`config.mk`:
```
export PLATFORM = sky130hd
export DESIGN_NAME = uart_fifo_core
export DESIGN_NICKNAME = d
export VERILOG_FILES = /design/src/rtl/uart_fifo_core.sv
export SDC_FILE = /design/constraint.sdc
export NUM_CORES = 1
export LEC_CHECK = 0
export CORE_ASPECT_RATIO = 0.8
export CORE_UTILIZATION = 30
export DETAILED_ROUTE_END_ITERATION = 12
export GPL_TIMING_DRIVEN = 1
export HOLD_SLACK_MARGIN = 0.08
export PLACE_DENSITY = 0.49
export REMOVE_ABC_BUFFERS = 1
export SKIP_LAST_GASP = 1
export SYNTH_ARGS = -nofsm -noshare
export SYNTH_HDL_FRONTEND = slang
export SYNTH_SLANG_ARGS = --single-unit
export TNS_END_PERCENT = 30
```
`constraint.sdc`:
```
create_clock -name CLK -period 8.8 [get_ports CLK]
set_input_delay 2.64 -clock CLK [delete_from_list [all_inputs] [get_ports CLK]]
set_output_delay 2.64 -clock CLK [all_outputs]
set_load 0.05 [all_outputs]
```
`src/rtl/uart_fifo_core.sv`:
```
// uart_fifo_core
// UART with separate TX and RX FIFOs, a fractional 16x baud generator,
// runtime parity/stop-bit selection and sticky error flags.
//
// Ports
//   CLK, RESET            system clock, asynchronous active-high reset
//   BAUD_VAL, BAUD_FRAC   tick period = BAUD_VAL+1 clocks plus BAUD_FRAC/8 on average
//   PARITY_EN, ODD_N_EVEN parity enable and sense
//   TWO_STOP              TX sends two stop bits when set
//   CSN, WEN, DATA_IN     active-low host write into the TX FIFO
//   CSN, OEN, DATA_OUT    active-low host pop of the RX FIFO (first-word fall-through)
//   CLR_ERR               pulse that clears the sticky error flags
//   RX, TX                serial line input and output
//   TXRDY, RXRDY, TX_BUSY FIFO / transmitter status
//   TX_COUNT, RX_COUNT    FIFO occupancy
//   OVERFLOW, PARITY_ERR, FRAMING_ERR  sticky error flags
module uart_fifo_core #(
    parameter int DATA_WIDTH = 8,
    parameter int TX_DEPTH   = 16,
    parameter int RX_DEPTH   = 16
) (
    input  logic                        CLK,
    input  logic                        RESET,
    input  logic [12:0]                 BAUD_VAL,
    input  logic [2:0]                  BAUD_FRAC,
    input  logic                        PARITY_EN,
    input  logic                        ODD_N_EVEN,
    input  logic                        TWO_STOP,
    input  logic                        CSN,
    input  logic                        WEN,
    input  logic [DATA_WIDTH-1:0]       DATA_IN,
    input  logic                        OEN,
    input  logic                        CLR_ERR,
    input  logic                        RX,
    output logic [DATA_WIDTH-1:0]       DATA_OUT,
    output logic                        TX,
    output logic                        TXRDY,
    output logic                        RXRDY,
    output logic                        TX_BUSY,
    output logic [$clog2(TX_DEPTH):0]   TX_COUNT,
    output logic [$clog2(RX_DEPTH):0]   RX_COUNT,
    output logic                        OVERFLOW,
    output logic                        PARITY_ERR,
    output logic                        FRAMING_ERR
);

    localparam int TX_AW = $clog2(TX_DEPTH);
    localparam int RX_AW = $clog2(RX_DEPTH);
    localparam int BW    = $clog2(DATA_WIDTH);

    localparam logic [TX_AW:0]  TX_FULL  = (TX_AW+1)'(TX_DEPTH);
    localparam logic [RX_AW:0]  RX_FULL  = (RX_AW+1)'(RX_DEPTH);
    localparam logic [BW-1:0]   LAST_BIT = BW'(DATA_WIDTH - 1);

    localparam logic [2:0] TX_IDLE   = 3'd0;
    localparam logic [2:0] TX_START  = 3'd1;
    localparam logic [2:0] TX_DATA   = 3'd2;
    localparam logic [2:0] TX_PARITY = 3'd3;
    localparam logic [2:0] TX_STOP1  = 3'd4;
    localparam logic [2:0] TX_STOP2  = 3'd5;

    localparam logic [2:0] RX_IDLE   = 3'd0;
    localparam logic [2:0] RX_START  = 3'd1;
    localparam logic [2:0] RX_DATA   = 3'd2;
    localparam logic [2:0] RX_PARITY = 3'd3;
    localparam logic [2:0] RX_STOP   = 3'd4;

    // ---------------------------------------------------------------
    // Baud generator
    // ---------------------------------------------------------------
    logic [12:0] baud_cnt;
    logic [2:0]  baud_phase;
    logic [2:0]  phase_next;
    logic        baud_extra;
    logic        baud_tick;

    assign phase_next = baud_phase + 3'd1;
    assign baud_tick  = (baud_cnt == 13'd0) && !baud_extra;

    // The counter runs BAUD_VAL..0; when the interval's phase is below
    // BAUD_FRAC, one extra clock is spent at zero before the tick fires,
    // so eight consecutive intervals add exactly BAUD_FRAC clocks.
    always_ff @(posedge CLK or posedge RESET) begin
        if (RESET) begin
            baud_cnt   <= 13'd0;
            baud_phase <= 3'd0;
            baud_extra <= 1'b0;
        end else if (baud_tick) begin
            baud_cnt   <= BAUD_VAL;
            baud_phase <= phase_next;
            baud_extra <= (phase_next < BAUD_FRAC);
        end else if (baud_cnt == 13'd0) begin
            baud_extra <= 1'b0;
        end else begin
            baud_cnt <= baud_cnt - 13'd1;
        end
    end

    // ---------------------------------------------------------------
    // TX FIFO
    // ---------------------------------------------------------------
    logic [DATA_WIDTH-1:0] tx_mem [TX_DEPTH];
    logic [TX_AW-1:0]      tx_wr_ptr;
    logic [TX_AW-1:0]      tx_rd_ptr;
    logic [DATA_WIDTH-1:0] tx_head;
    logic                  tx_push;
    logic                  tx_pop;
    logic [2:0]            tx_state;

    assign TXRDY   = (TX_COUNT != TX_FULL);
    assign tx_push = !CSN && !WEN && TXRDY;
    assign tx_pop  = (tx_state == TX_IDLE) && baud_tick && (TX_COUNT != '0);
    assign tx_head = tx_mem[tx_rd_ptr];
    assign TX_BUSY = (tx_state != TX_IDLE) || (TX_COUNT != '0);

    // Storage array carries no reset; only pointers and count do.
    always_ff @(posedge CLK) begin
        if (tx_push) begin
            tx_mem[tx_wr_ptr] <= DATA_IN;
        end
    end

    // Pointers wrap naturally at the power-of-two depth.
    always_ff @(posedge CLK or posedge RESET) begin
        if (RESET) begin
            tx_wr_ptr <= '0;
            tx_rd_ptr <= '0;
            TX_COUNT  <= '0;
        end else begin
            if (tx_push) tx_wr_ptr <= tx_wr_ptr + TX_AW'(1);
            if (tx_pop)  tx_rd_ptr <= tx_rd_ptr + TX_AW'(1);
            case ({tx_push, tx_pop})
                2'b10:   TX_COUNT <= TX_COUNT + (TX_AW+1)'(1);
                2'b01:   TX_COUNT <= TX_COUNT - (TX_AW+1)'(1);
                default: TX_COUNT <= TX_COUNT;
            endcase
        end
    end

    // ---------------------------------------------------------------
    // TX state machine
    // ---------------------------------------------------------------
    logic [3:0]            tx_tick_cnt;
    logic [BW-1:0]         tx_bit_cnt;
    logic [DATA_WIDTH-1:0] tx_shift;
    logic                  tx_par_bit;
    logic                  tx_par_en_r;
    logic                  tx_two_stop_r;
    logic                  tx_line;

    assign TX = tx_line;

    // The line register is updated together with each state change so
    // TX always reflects the bit of the current state; the frame's
    // configuration is captured when the head word is popped.
    always_ff @(posedge CLK or posedge RESET) begin
        if (RESET) begin
            tx_state      <= TX_IDLE;
            tx_tick_cnt   <= 4'd0;
            tx_bit_cnt    <= '0;
            tx_shift      <= '0;
            tx_par_bit    <= 1'b0;
            tx_par_en_r   <= 1'b0;
            tx_two_stop_r <= 1'b0;
            tx_line       <= 1'b1;
        end else if (tx_state == TX_IDLE) begin
            tx_line <= 1'b1;
            if (tx_pop) begin
                tx_shift      <= tx_head;
                tx_par_bit    <= (^tx_head) ^ ODD_N_EVEN;
                tx_par_en_r   <= PARITY_EN;
                tx_two_stop_r <= TWO_STOP;
                tx_tick_cnt   <= 4'd0;
                tx_state      <= TX_START;
                tx_line       <= 1'b0;
            end
        end else if (baud_tick) begin
            if (tx_tick_cnt != 4'd15) begin
                tx_tick_cnt <= tx_tick_cnt + 4'd1;
            end else begin
                tx_tick_cnt <= 4'd0;
                case (tx_state)
                    TX_START: begin
                        tx_state   <= TX_DATA;
                        tx_bit_cnt <= '0;
                        tx_line    <= tx_shift[0];
                    end
                    TX_DATA: begin
                        if (tx_bit_cnt == LAST_BIT) begin
                            tx_state <= tx_par_en_r ? TX_PARITY : TX_STOP1;
                            tx_line  <= tx_par_en_r ? tx_par_bit : 1'b1;
                        end else begin
                            tx_bit_cnt <= tx_bit_cnt + BW'(1);
                            tx_shift   <= tx_shift >> 1;
                            tx_line    <= tx_shift[1];
                        end
                    end
                    TX_PARITY: begin
                        tx_state <= TX_STOP1;
                        tx_line  <= 1'b1;
                    end
                    TX_STOP1: begin
                        tx_state <= tx_two_stop_r ? TX_STOP2 : TX_IDLE;
                        tx_line  <= 1'b1;
                    end
                    default: begin
                        tx_state <= TX_IDLE;
                        tx_line  <= 1'b1;
                    end
                endcase
            end
        end
    end

    // ---------------------------------------------------------------
    // RX synchroniser and state machine
    // ---------------------------------------------------------------
    logic                  rx_meta;
    logic                  rx_sync;
    logic                  rx_prev;
    logic                  rx_fall;
    logic [2:0]            rx_state;
    logic [3:0]            rx_tick_cnt;
    logic [BW-1:0]         rx_bit_cnt;
    logic [DATA_WIDTH-1:0] rx_shift;
    logic                  rx_par_en_r;
    logic                  rx_odd_r;
    logic                  rx_par_bad;
    logic                  rx_sample;
    logic                  rx_push_req;

    assign rx_fall     = rx_prev && !rx_sync;
    assign rx_sample   = baud_tick && (rx_state != RX_IDLE) &&
                         ((rx_state == RX_START) ? (rx_tick_cnt == 4'd7)
                                                 : (rx_tick_cnt == 4'd15));
    assign rx_push_req = rx_sample && (rx_state == RX_STOP);

    // Two flops bring RX into the clock domain; a third keeps the previous
    // value so a falling edge can be seen. Reset to the idle-high level.
    always_ff @(posedge CLK or posedge RESET) begin
        if (RESET) begin
            rx_meta <= 1'b1;
            rx_sync <= 1'b1;
            rx_prev <= 1'b1;
        end else begin
            rx_meta <= RX;
            rx_sync <= rx_meta;
            rx_prev <= rx_sync;
        end
    end

    // The start bit is checked halfway (8 ticks) to reject glitches; all
    // later samples are 16 ticks apart, landing at each bit centre.
    always_ff @(posedge CLK or posedge RESET) begin
        if (RESET) begin
            rx_state    <= RX_IDLE;
            rx_tick_cnt <= 4'd0;
            rx_bit_cnt  <= '0;
            rx_shift    <= '0;
            rx_par_en_r <= 1'b0;
            rx_odd_r    <= 1'b0;
            rx_par_bad  <= 1'b0;
        end else if (rx_state == RX_IDLE) begin
            if (rx_fall) begin
                rx_state    <= RX_START;
                rx_tick_cnt <= 4'd0;
                rx_par_en_r <= PARITY_EN;
                rx_odd_r    <= ODD_N_EVEN;
                rx_par_bad  <= 1'b0;
            end
        end else begin
            if (baud_tick) begin
                rx_tick_cnt <= rx_sample ? 4'd0 : rx_tick_cnt + 4'd1;
            end
            if (rx_sample) begin
                case (rx_state)
                    RX_START: begin
                        if (rx_sync) begin
                            rx_state <= RX_IDLE;
                        end else begin
                            rx_state   <= RX_DATA;
                            rx_bit_cnt <= '0;
                        end
                    end
                    RX_DATA: begin
                        rx_shift <= {rx_sync, rx_shift[DATA_WIDTH-1:1]};
                        if (rx_bit_cnt == LAST_BIT) begin
                            rx_state <= rx_par_en_r ? RX_PARITY : RX_STOP;
                        end else begin
                            rx_bit_cnt <= rx_bit_cnt + BW'(1);
                        end
                    end
                    RX_PARITY: begin
                        rx_par_bad <= (rx_sync != ((^rx_shift) ^ rx_odd_r));
                        rx_state   <= RX_STOP;
                    end
                    default: begin
                        rx_state <= RX_IDLE;
                    end
                endcase
            end
        end
    end

    // ---------------------------------------------------------------
    // RX FIFO
    // ---------------------------------------------------------------
    logic [DATA_WIDTH-1:0] rx_mem [RX_DEPTH];
    logic [RX_AW-1:0]      rx_wr_ptr;
    logic [RX_AW-1:0]      rx_rd_ptr;
    logic                  rx_full;
    logic                  rx_push;
    logic                  rx_pop;

    assign rx_full  = (RX_COUNT == RX_FULL);
    assign RXRDY    = (RX_COUNT != '0);
    assign rx_push  = rx_push_req && !rx_full;
    assign rx_pop   = !CSN && !OEN && RXRDY;
    assign DATA_OUT = RXRDY ? rx_mem[rx_rd_ptr] : '0;

    // Storage array carries no reset; DATA_OUT is masked while empty.
    always_ff @(posedge CLK) begin
        if (rx_push) begin
            rx_mem[rx_wr_ptr] <= rx_shift;
        end
    end

    // Received words are stored even when flagged with an error.
    always_ff @(posedge CLK or posedge RESET) begin
        if (RESET) begin
            rx_wr_ptr <= '0;
            rx_rd_ptr <= '0;
            RX_COUNT  <= '0;
        end else begin
            if (rx_push) rx_wr_ptr <= rx_wr_ptr + RX_AW'(1);
            if (rx_pop)  rx_rd_ptr <= rx_rd_ptr + RX_AW'(1);
            case ({rx_push, rx_pop})
                2'b10:   RX_COUNT <= RX_COUNT + (RX_AW+1)'(1);
                2'b01:   RX_COUNT <= RX_COUNT - (RX_AW+1)'(1);
                default: RX_COUNT <= RX_COUNT;
            endcase
        end
    end

    // ---------------------------------------------------------------
    // Sticky error flags: a set on the same clock as CLR_ERR wins.
    // ---------------------------------------------------------------
    always_ff @(posedge CLK or posedge RESET) begin
        if (RESET) begin
            OVERFLOW    <= 1'b0;
            PARITY_ERR  <= 1'b0;
            FRAMING_ERR <= 1'b0;
        end else begin
            if (rx_push_req && rx_full)     OVERFLOW    <= 1'b1;
            else if (CLR_ERR)               OVERFLOW    <= 1'b0;
            if (rx_push_req && rx_par_bad)  PARITY_ERR  <= 1'b1;
            else if (CLR_ERR)               PARITY_ERR  <= 1'b0;
            if (rx_push_req && !rx_sync)    FRAMING_ERR <= 1'b1;
            else if (CLR_ERR)               FRAMING_ERR <= 1'b0;
        end
    end

endmodule

```
==> impl_metrics.tcl, run 1 <==
set metrics [dict create \
    status "completed" \
    port_buffers 58 \
    cts_max_level 2 \
    tightestPinTransition_ns 1.201 \
    cpMostUsedCell "mux4_2" \
    slew_violations 0 \
    vias 7899 \
    clk_pin_slew_worst_paths_ns 0.06 \
    synthArstFlopShare_pct 26.44 \
    clkLatencyLatePin_ns 0.54 \
    cts.sinks 348 \
    synth_top_cell_area_share_pct 51.95 \
    root_buffer "clkbuf_16" \
    finClkSkew_ns 0.01342 \
    slew_headroom_pct 19.80 \
    tritoncts "yes" \
    grt_pass1_vias 8216 \
    synth_commonest_cells "edfxtp_1 (256), dfrtp_1 (88), mux4_2 (74), nand2_1 (74), nor2_1 (39)" \
    setup.worst_path.class "register to output pin" \
    drt_pre_antenna_iters 5 \
    avgSynthCellArea_um2 16.07 \
    antenna_left 0 \
    post-route-period-util_pct 71.77 \
    fp.dieH_um 200.6 \
    final-hold-violation-count 0 \
    grt_max_degree 65 \
    crit_slowest_cell "clkdlybuf4s50_1" \
    cap_violations 0 \
    start_util_pct 30.53 \
    ctsHoldBuffers 0 \
    dominantRegCellSynth "edfxtp_1" \
    ys_warn_count 0 \
    place_congestion 0.7243 \
    fin_crit_ns 6.316 \
    pin_count 59 \
    hpwl_mm 20.43 \
    n_fill_cell 4591 \
    crit_path_end_kind "output pin" \
    totalNegativeSetupSlack_ns 0 \
    ir_drop_mv 0.1799 \
    path_max_fanout 23 \
    r2r_setup_slack_ns 4.39 \
    cp-start-kind "register" \
    num_rows 72 \
    crit_chain "buf_4, mux4_2, mux4_2, nor2b_1, clkdlybuf4s50_1" \
    vias_per_cell 4.776 \
    cpPeakStageDelay_ns 0.75 \
    ys_seq_area_share_pct 67.55 \
    cts_setup_buffers 0 \
    grt_overflow 0 \
    grt_first_pass_wirelength_mm 50.04 \
    synth.top_cells.by_area "edfxtp_1 (52%), dfrtp_1 (15%), mux4_2 (11%)" \
    antenna_cells 0 \
    cts_max_path_buffers 3 \
    netlist_area_um2 14800 \
    routed_wl_mm 31.86 \
    cellPowerDensity_nw_per_um2 240.4 \
    yosysTopAreaCell "edfxtp_1" \
    cts_buffers 38 \
    die_x_um 250.3 \
    die_area_um2 50220 \
    drive_gt1_share_pct 17.76 \
    grt_antenna_before_repair 0 \
    ys_ff_latch 348 \
    fmax_mhz 158.3 \
    fp.coreArea_um2 48470 \
    grtUsageTotal_pct 13.01 \
    cts_resized 0 \
    setup_viol 0 \
    syn_inst 921 \
    power_w 0.004185 \
    wire_per_inst_um 19.26 \
    synth_edf_count 256 \
    drc 0 \
    p_leak_nw 5.668 \
    rsz0062_at_grt "false" \
    crit_required_ns 6.16 \
    syn_to_final_growth_pct 17.63 \
    synth_cell_types 62 \
    layout.nets 1060 \
    hold_class "register to register" \
    first_iter_violations 463 \
    crit_arrival_ns 3.68 \
    synth_most_common_cell "edfxtp_1" \
]
[cell families after synthesis]
| family | Yosys count | synth area share (%) |
|---|---|---|
| adder cells (fa/ha/maj) | 30 | 2.588 |
| flip-flops | 348 | 67.55 |
| AO/OA/AOI/OAI | 100 | 4.186 |
| multiplexers | 103 | 13.35 |
| AND/OR/NAND/NOR | 221 | 7.365 |
| XOR/XNOR | 48 | 3.027 |
| buffers and inverters | 71 | 1.936 |
[report_power, final]
| part | switching, W | internal [W] | total [W] |
|---|---|---|---|
| logic | 0.000367 | 0.000255 | 0.000622 |
| clock network | 0.000661 | 0.000941 | 0.00160 |
| registers | 0.000125 | 0.00184 | 0.00196 |
[state kept, by name, indices dropped and copies added, names as in the netlist, 4 cells and up]
register     count
rx_mem         128
tx_mem         128
baud_cnt        13
rx_shift         8
tx_shift         8
RX_COUNT         5
TX_COUNT         5
rx_rd_ptr        4
rx_tick_cnt      4
rx_wr_ptr        4
tx_rd_ptr        4
tx_tick_cnt      4
tx_wr_ptr        4
[stage by stage]
step | instances | utilization, % | setup WS [ns] | instance area [µm²] | hold WS, ns
after CTS | 1654 | 35.91 | 2.416 | 17410 | 0.3571
after global placement | 1585 | 33.32 | 3.040 | 16150 | 0.3477
after global routing | 1654 | 35.91 | 2.286 | 17410 | 0.3586
after floorplan | 880 | - | 3.330 | 14630 | 0.3452
after detailed placement | 1585 | 33.32 | 2.999 | 16150 | 0.3496
final | 1654 | 35.91 | 2.484 | 17410 | 0.3528
[final cells by class]
class,count,area [µm²],share of cell area [%]
clock buffers,48,1008,5.794
clock inverters,21,249.0,1.431
inverters,30,117.6,0.6757
multi-input cells,502,4531,26.03
flip-flops and latches,348,9997,57.44
well taps,629,787.0,4.522
repair buffers,76,715.7,4.112
[worst paths after layout]
check | cells after the start | to | startpoint
max | 5 | DATA_OUT[5] | rx_rd_ptr[0]
min | 0 | rx_sync | rx_meta
max reg2reg | 16 | RX_COUNT[4] | baud_cnt[0]
min reg2reg | 0 | rx_sync | rx_meta
max in group asynchronous | 3 | rx_rd_ptr[0] | RESET
min in group asynchronous | 2 | baud_cnt[10] | RESET
[worst max-delay path, delay by kind of cell, from the launching register on]
kind                   cells  cell delay [ns]
buffers and inverters      2             1.23
DFF                        1             0.62
muxes                      2             1.11
and+or+nand+nor            1             0.17
[cells in the final DEF (no fill, tap or decap), types with 5 or more instances in the layout]
cell type,count
nor3b_1,5
a21oi_1,19
clkdlybuf4s50_1,58
clkbuf_16,38
a22oi_1,5
edfxtp_1,256
nand2b_1,8
dfrtp_1,86
nor4_1,9
ha_1,29
o31ai_1,5
inv_1,27
mux2i_1,14
clkbuf_1,8
clkinv_2,8
nor3_1,14
mux2_2,15
xnor2_1,34
buf_4,18
nor2_1,39
clkinv_1,5
mux4_2,74
xor2_1,12
o21ai_0,38
nand3_1,26
o22ai_1,8
nor2b_1,14
nand2_1,74
and2_1,8
[layer usage]
layer | track usage, % | part of all wire, %
met5 | 0 | 0
met4 | 2.805 | 1.3
met3 | 3.190 | 5.7
met2 | 19.46 | 44
met1 | 19.07 | 49
Note: power is estimated with default switching activity, not from simulation.
==> run 2: changes to the inputs <==
==> constraint.sdc (replaced) <==
create_clock -name CLK -period 6.1 [get_ports CLK]
set_input_delay 1.83 -clock CLK [delete_from_list [all_inputs] [get_ports CLK]]
set_output_delay 1.83 -clock CLK [all_outputs]
set_load 0.05 [all_outputs]
==> run 2 against run 1 <==
Against the previous run:
- wire length rose by 0.17%
- sequential power rose by 44%
- core utilization rose by 0.15 points
- worst hold slack improved by 0.0024 ns
- clock power rose by 51%
- register-to-register slack got worse by 2.6 ns
- cell count barely moved
- total power rose by 47%
- sequential share of layout area fell by 0.24 points
- design area rose by 0.42%
- non-clock buffer count did not move
- sequential cell count did not move
- critical endpoint is now DATA_OUT[7]
==> impl_metrics.tcl, run 2 (synthesis gave the netlist of run 1 again) <==
set metrics [dict create \
    seqCellArea_um2 9997 \
    routed_wl_mm 31.91 \
    fin_crit_ns 5.433 \
    fp.dieH_um 200.6 \
    grt_pass1_vias 8087 \
    clockPowerShare_pct 39.4 \
    switchingPower_w 0.001699 \
    die_x_um 250.3 \
    antenna_cells 0 \
    wire_per_inst_um 19.28 \
    setup_viol 0 \
    grt_first_pass_wirelength_mm 49.71 \
    num_rows 72 \
    postLayoutSetupSlackWorst_ns 0.6675 \
    cap_violations 0 \
    antenna_left 0 \
    ir_drop_mv 0.2152 \
    status "completed" \
    setup.worst_path.class "register to output pin" \
    cts_resized 0 \
    post-route-period-util_pct 89.06 \
    tightestPinTransition_ns 1.124 \
    slew_violations 0 \
    hold_class "register to register" \
    first_iter_violations 505 \
    slew_headroom_pct 24.79 \
    switching_share_pct 27.62 \
    grt_overflow 0 \
    n_fill_cell 4600 \
    largestRegisters "rx_mem: 128 flops, tx_mem: 128 flops, baud_cnt: 13 flops" \
    finClkSkew_ns 0.03515 \
    grt_antenna_before_repair 1 \
    drt_pre_antenna_iters 4 \
    root_buffer "clkbuf_16" \
    crit_required_ns 4.27 \
    layout_commonest_cell "edfxtp_1" \
    crit_chain "buf_4, mux4_2, mux4_2, nor2b_1, clkdlybuf4s50_1" \
    combPwrFrac_pct 14.6 \
    crit_slowest_cell "dfrtp_2" \
    cpPeakStageDelay_ns 0.76 \
    final-hold-violation-count 0 \
    cts_max_level 2 \
    finish.instance_area_um2 17480 \
    vias 7888 \
    power_w 0.006152 \
    cts_buffers 38 \
    cts_setup_buffers 0 \
    cp_top_family "multiplexers" \
    dpl-instance-area_um2 16150 \
    syn_to_final_growth_pct 18.13 \
    cts.sinks 348 \
    cellPowerDensity_nw_per_um2 352.0 \
    path_max_fanout 18 \
    hpwl_mm 20.50 \
    final_cell_mix "edfxtp_1 (256), dfrtp_1 (86), nand2_1 (74), mux4_2 (74), clkdlybuf4s50_1 (58)" \
    multiInputGateArea_um2 4531 \
    totalNegativeSetupSlack_ns 0 \
    layout.nets 1060 \
    place_congestion 0.7443 \
    rsz0062_at_grt "false" \
    fmax_mhz 184.1 \
    pin_count 59 \
    final_util_pct 36.06 \
    place_ws_ns 1.094 \
    cpMostUsedCell "mux4_2" \
    cp-start-kind "register" \
    tritoncts "yes" \
    grtUsageTotal_pct 13.04 \
    pwr-share-seq_pct 46.0 \
    start_util_pct 30.53 \
    fp.coreArea_um2 48470 \
    drive_gt1_share_pct 17.74 \
    clk_pin_slew_worst_paths_ns 0.06 \
    p_leak_nw 5.696 \
    crit_arrival_ns 3.60 \
    die_area_um2 50220 \
    port_buffers 58 \
    grt_max_degree 68 \
    cts_max_path_buffers 3 \
    crit_buf_inv 2 \
    vias_per_cell 4.766 \
    intPower_w 0.004452 \
    clkLatencyLatePin_ns 0.57 \
    ctsHoldBuffers 0 \
    crit_path_end_kind "output pin" \
    drc 0 \
]
-- run 2: metrics by stage --
step	cells	hold WS, ns
after floorplan	880	0.3452
after global placement	1585	0.3474
after detailed placement	1585	0.3489
after CTS	1655	0.3609
after global routing	1655	0.3690
final	1655	0.3552
-- run 2: layout make-up --
class | count | share of cell area [%]
clock buffers | 47 | 5.870
clock inverters | 23 | 1.747
inverters | 30 | 0.6729
multi-input cells | 502 | 25.92
flip-flops and latches | 348 | 57.19
well taps | 629 | 4.502
repair buffers | 76 | 4.094
-- run 2: worst paths after layout --
| path | end | cells past startpoint | slack, ns | startpoint |
|---|---|---|---|---|
| setup / recovery | DATA_OUT[7] | 5 | 0.67 | rx_rd_ptr[0] |
| hold / removal | rx_sync | 0 | 0.36 | rx_meta |
| setup reg to reg | RX_COUNT[4] | 16 | 1.74 | baud_cnt[0] |
| hold reg to reg | rx_sync | 0 | 0.36 | rx_meta |
| max in group asynchronous | rx_rd_ptr[0] | 3 | 3.37 | RESET |
| min in group asynchronous | PARITY_ERR | 2 | 1.79 | RESET |
-- run 2: power groups by stage --
| stage | clock network, W | logic [W] | registers (W) |
|---|---|---|---|
| after floorplan | 0 | 0.000469 | 0.00299 |
| after global placement | 0 | 0.000904 | 0.00288 |
| after detailed placement | 0 | 0.000910 | 0.00288 |
| after CTS | 0.00249 | 0.000914 | 0.00283 |
| after global routing | 0.00259 | 0.000979 | 0.00286 |
| final | 0.00242 | 0.000899 | 0.00283 |
-- run 2: layer usage --
| metal | up-vias | track usage, % | routed length (µm) |
|---|---|---|---|
| li1 | 3685 | - | - |
| met3 | 47 | 2.918 | 1494 |
| met2 | 125 | 18.92 | 13840 |
| met1 | 4031 | 19.51 | 15980 |
| met5 | - | 0 | 0 |
| met4 | 0 | 3.593 | 603 |
==> run 3: changes to the inputs <==
--- a/config.mk
+++ b/config.mk
@@ -5,12 +5,14 @@
 export SDC_FILE = /design/constraint.sdc
 export NUM_CORES = 1
 export LEC_CHECK = 0
+export CELL_PAD_IN_SITES_DETAIL_PLACEMENT = 0
+export CELL_PAD_IN_SITES_GLOBAL_PLACEMENT = 1
 export CORE_ASPECT_RATIO = 0.8
 export CORE_UTILIZATION = 30
 export DETAILED_ROUTE_END_ITERATION = 12
 export GPL_TIMING_DRIVEN = 1
 export HOLD_SLACK_MARGIN = 0.08
-export PLACE_DENSITY = 0.49
+export PLACE_DENSITY = 0.55
 export REMOVE_ABC_BUFFERS = 1
 export SKIP_LAST_GASP = 1
 export SYNTH_ARGS = -nofsm -noshare
==> run 3 against run 2 <==
Against the previous run:
- clock power up 5%
- critical path depth unchanged
- design area up 0.57%
- sequential power about the same
- sequential share of layout area down 0.33 points
- cell count up 0.36%
- total power up 2.3%
- core utilization up 0.21 points
- first-iteration DRC count up 15%
- largest cell class unchanged
==> impl_metrics.tcl, run 3 (synthesis gave the netlist of run 1 again) <==
set metrics [dict create \
    status "completed" \
    antenna_left 0 \
    ctsHoldBuffers 0 \
    hold_class "register to register" \
    num_rows 72 \
    syn_to_final_growth_pct 18.81 \
    first_iter_violations 581 \
    layout_commonest_cell "edfxtp_1" \
    tritoncts "yes" \
    finClkSkew_ns 0.01093 \
    clk_pin_slew_worst_paths_ns 0.06 \
    die_area_um2 50220 \
    antenna_cells 0 \
    pin_count 59 \
    drc 0 \
    busiest_layer "met1" \
    port_buffers 58 \
    crit_path_end_kind "output pin" \
    place_congestion 0.7406 \
    fmax_mhz 189.7 \
    fp.dieH_um 200.6 \
    cts_max_path_buffers 3 \
    setup.worst_path.class "register to output pin" \
    p_leak_nw 5.774 \
    final_util_pct 36.27 \
    die_x_um 250.3 \
    cts_resized 0 \
    grt_max_degree 63 \
    final-hold-violation-count 0 \
    tightestPinTransition_ns 1.183 \
    grt_first_pass_wirelength_mm 51.20 \
    placed_cells 1591 \
    layout.nets 1066 \
    cp-start-kind "register" \
    setup_viol 0 \
    start_util_pct 30.53 \
    largestRegisters "rx_mem: 128 flops, tx_mem: 128 flops, baud_cnt: 13 flops" \
    cts_buffers 38 \
    crit_required_ns 4.27 \
    cts_max_level 2 \
    ir_drop_mv 0.2014 \
    grtUsageMet3_pct 2.165 \
    grt_use_met1_pct 20.91 \
    grt_antenna_before_repair 0 \
    cellPowerDensity_nw_per_um2 357.9 \
    path_max_fanout 23 \
    fp.coreArea_um2 48470 \
    routed_wl_mm 33.56 \
    final_cell_mix "edfxtp_1 (256), dfrtp_1 (86), nand2_1 (74), mux4_2 (74), clkdlybuf4s50_1 (58)" \
    grt_overflow 0 \
    slew_headroom_pct 20.40 \
    fin_crit_ns 5.272 \
    grtUsageTotal_pct 13.60 \
    hpwl_mm 21.38 \
    clkLatencyLatePin_ns 0.53 \
    n_fill_cell 4526 \
    vias 7934 \
    drt_pre_antenna_iters 4 \
    final_cells 1661 \
    wire_per_inst_um 20.20 \
    totalNegativeSetupSlack_ns 0 \
    cts.sinks 348 \
    post-route-period-util_pct 86.42 \
    root_buffer "clkbuf_16" \
    cap_violations 0 \
    gr-usage-met2_pct 19.68 \
    grt_pass1_vias 8032 \
    cts_setup_buffers 0 \
    slew_violations 0 \
    vias_per_cell 4.777 \
    drive_gt1_share_pct 18.31 \
    crit_arrival_ns 3.44 \
    rsz0062_at_grt "false" \
]
## run 3: final timing paths
kind / start / endpoint / slack, ns / depth (start not counted)
worst max register to register: baud_cnt[0] / RX_COUNT[4] / 1.66 / 16
worst max-delay path: rx_rd_ptr[0] / DATA_OUT[3] / 0.83 / 5
max in group asynchronous: RESET / TX / 3.32 / 3
worst min register to register: rx_meta / rx_sync / 0.36 / 0
min in group asynchronous: RESET / TX_COUNT[3] / 1.83 / 2
worst min-delay path: rx_meta / rx_sync / 0.36 / 0
## run 3: critical path, stage by stage (launching register included)
cell and delay, ns:
dfrtp_2 0.69, buf_12 0.28, mux4_2 0.54, mux4_2 0.52
nor2b_1 0.15, clkdlybuf4s50_1 0.70
## run 3: area by class of cell
cell class	instances	area, µm²	share of cell area [%]
sequential	348	9997	56.87
multi-input combinational	502	4516	25.69
timing repair buffer	82	770.7	4.384
clock inverter	20	301.5	1.715
tap	629	787.0	4.477
clock buffer	50	1090	6.199
inverter	30	117.6	0.6690
## run 3: routing by layer
layer  wire length, µm  vias up  share of wire, %
met1             16810     4054                50
met5                 0        -                 0
met4               710        0               2.1
li1                  -     3701                 -
met2             14790      138                44
met3              1248       41               3.7
## run 3: stage by stage
stage | setup slack, ns | total power [W] | hold WS [ns] | area (µm²)
after global routing | 0.6758 | 0.006556 | 0.3650 | 17580
after detailed placement | 1.323 | 0.003827 | 0.3479 | 16190
final | 0.8281 | 0.006292 | 0.3550 | 17580
after CTS | 0.7518 | 0.006389 | 0.3571 | 17580
after global placement | 1.158 | 0.003825 | 0.3467 | 16180
after floorplan | 1.440 | 0.003454 | 0.3452 | 14630
## run 3: where the power goes
part / internal [W] / switching (W) / total [W]
logic: 0.000382 / 0.000534 / 0.000916
clock network: 0.00160 / 0.000939 / 0.00254
registers: 0.00265 / 0.000189 / 0.00284
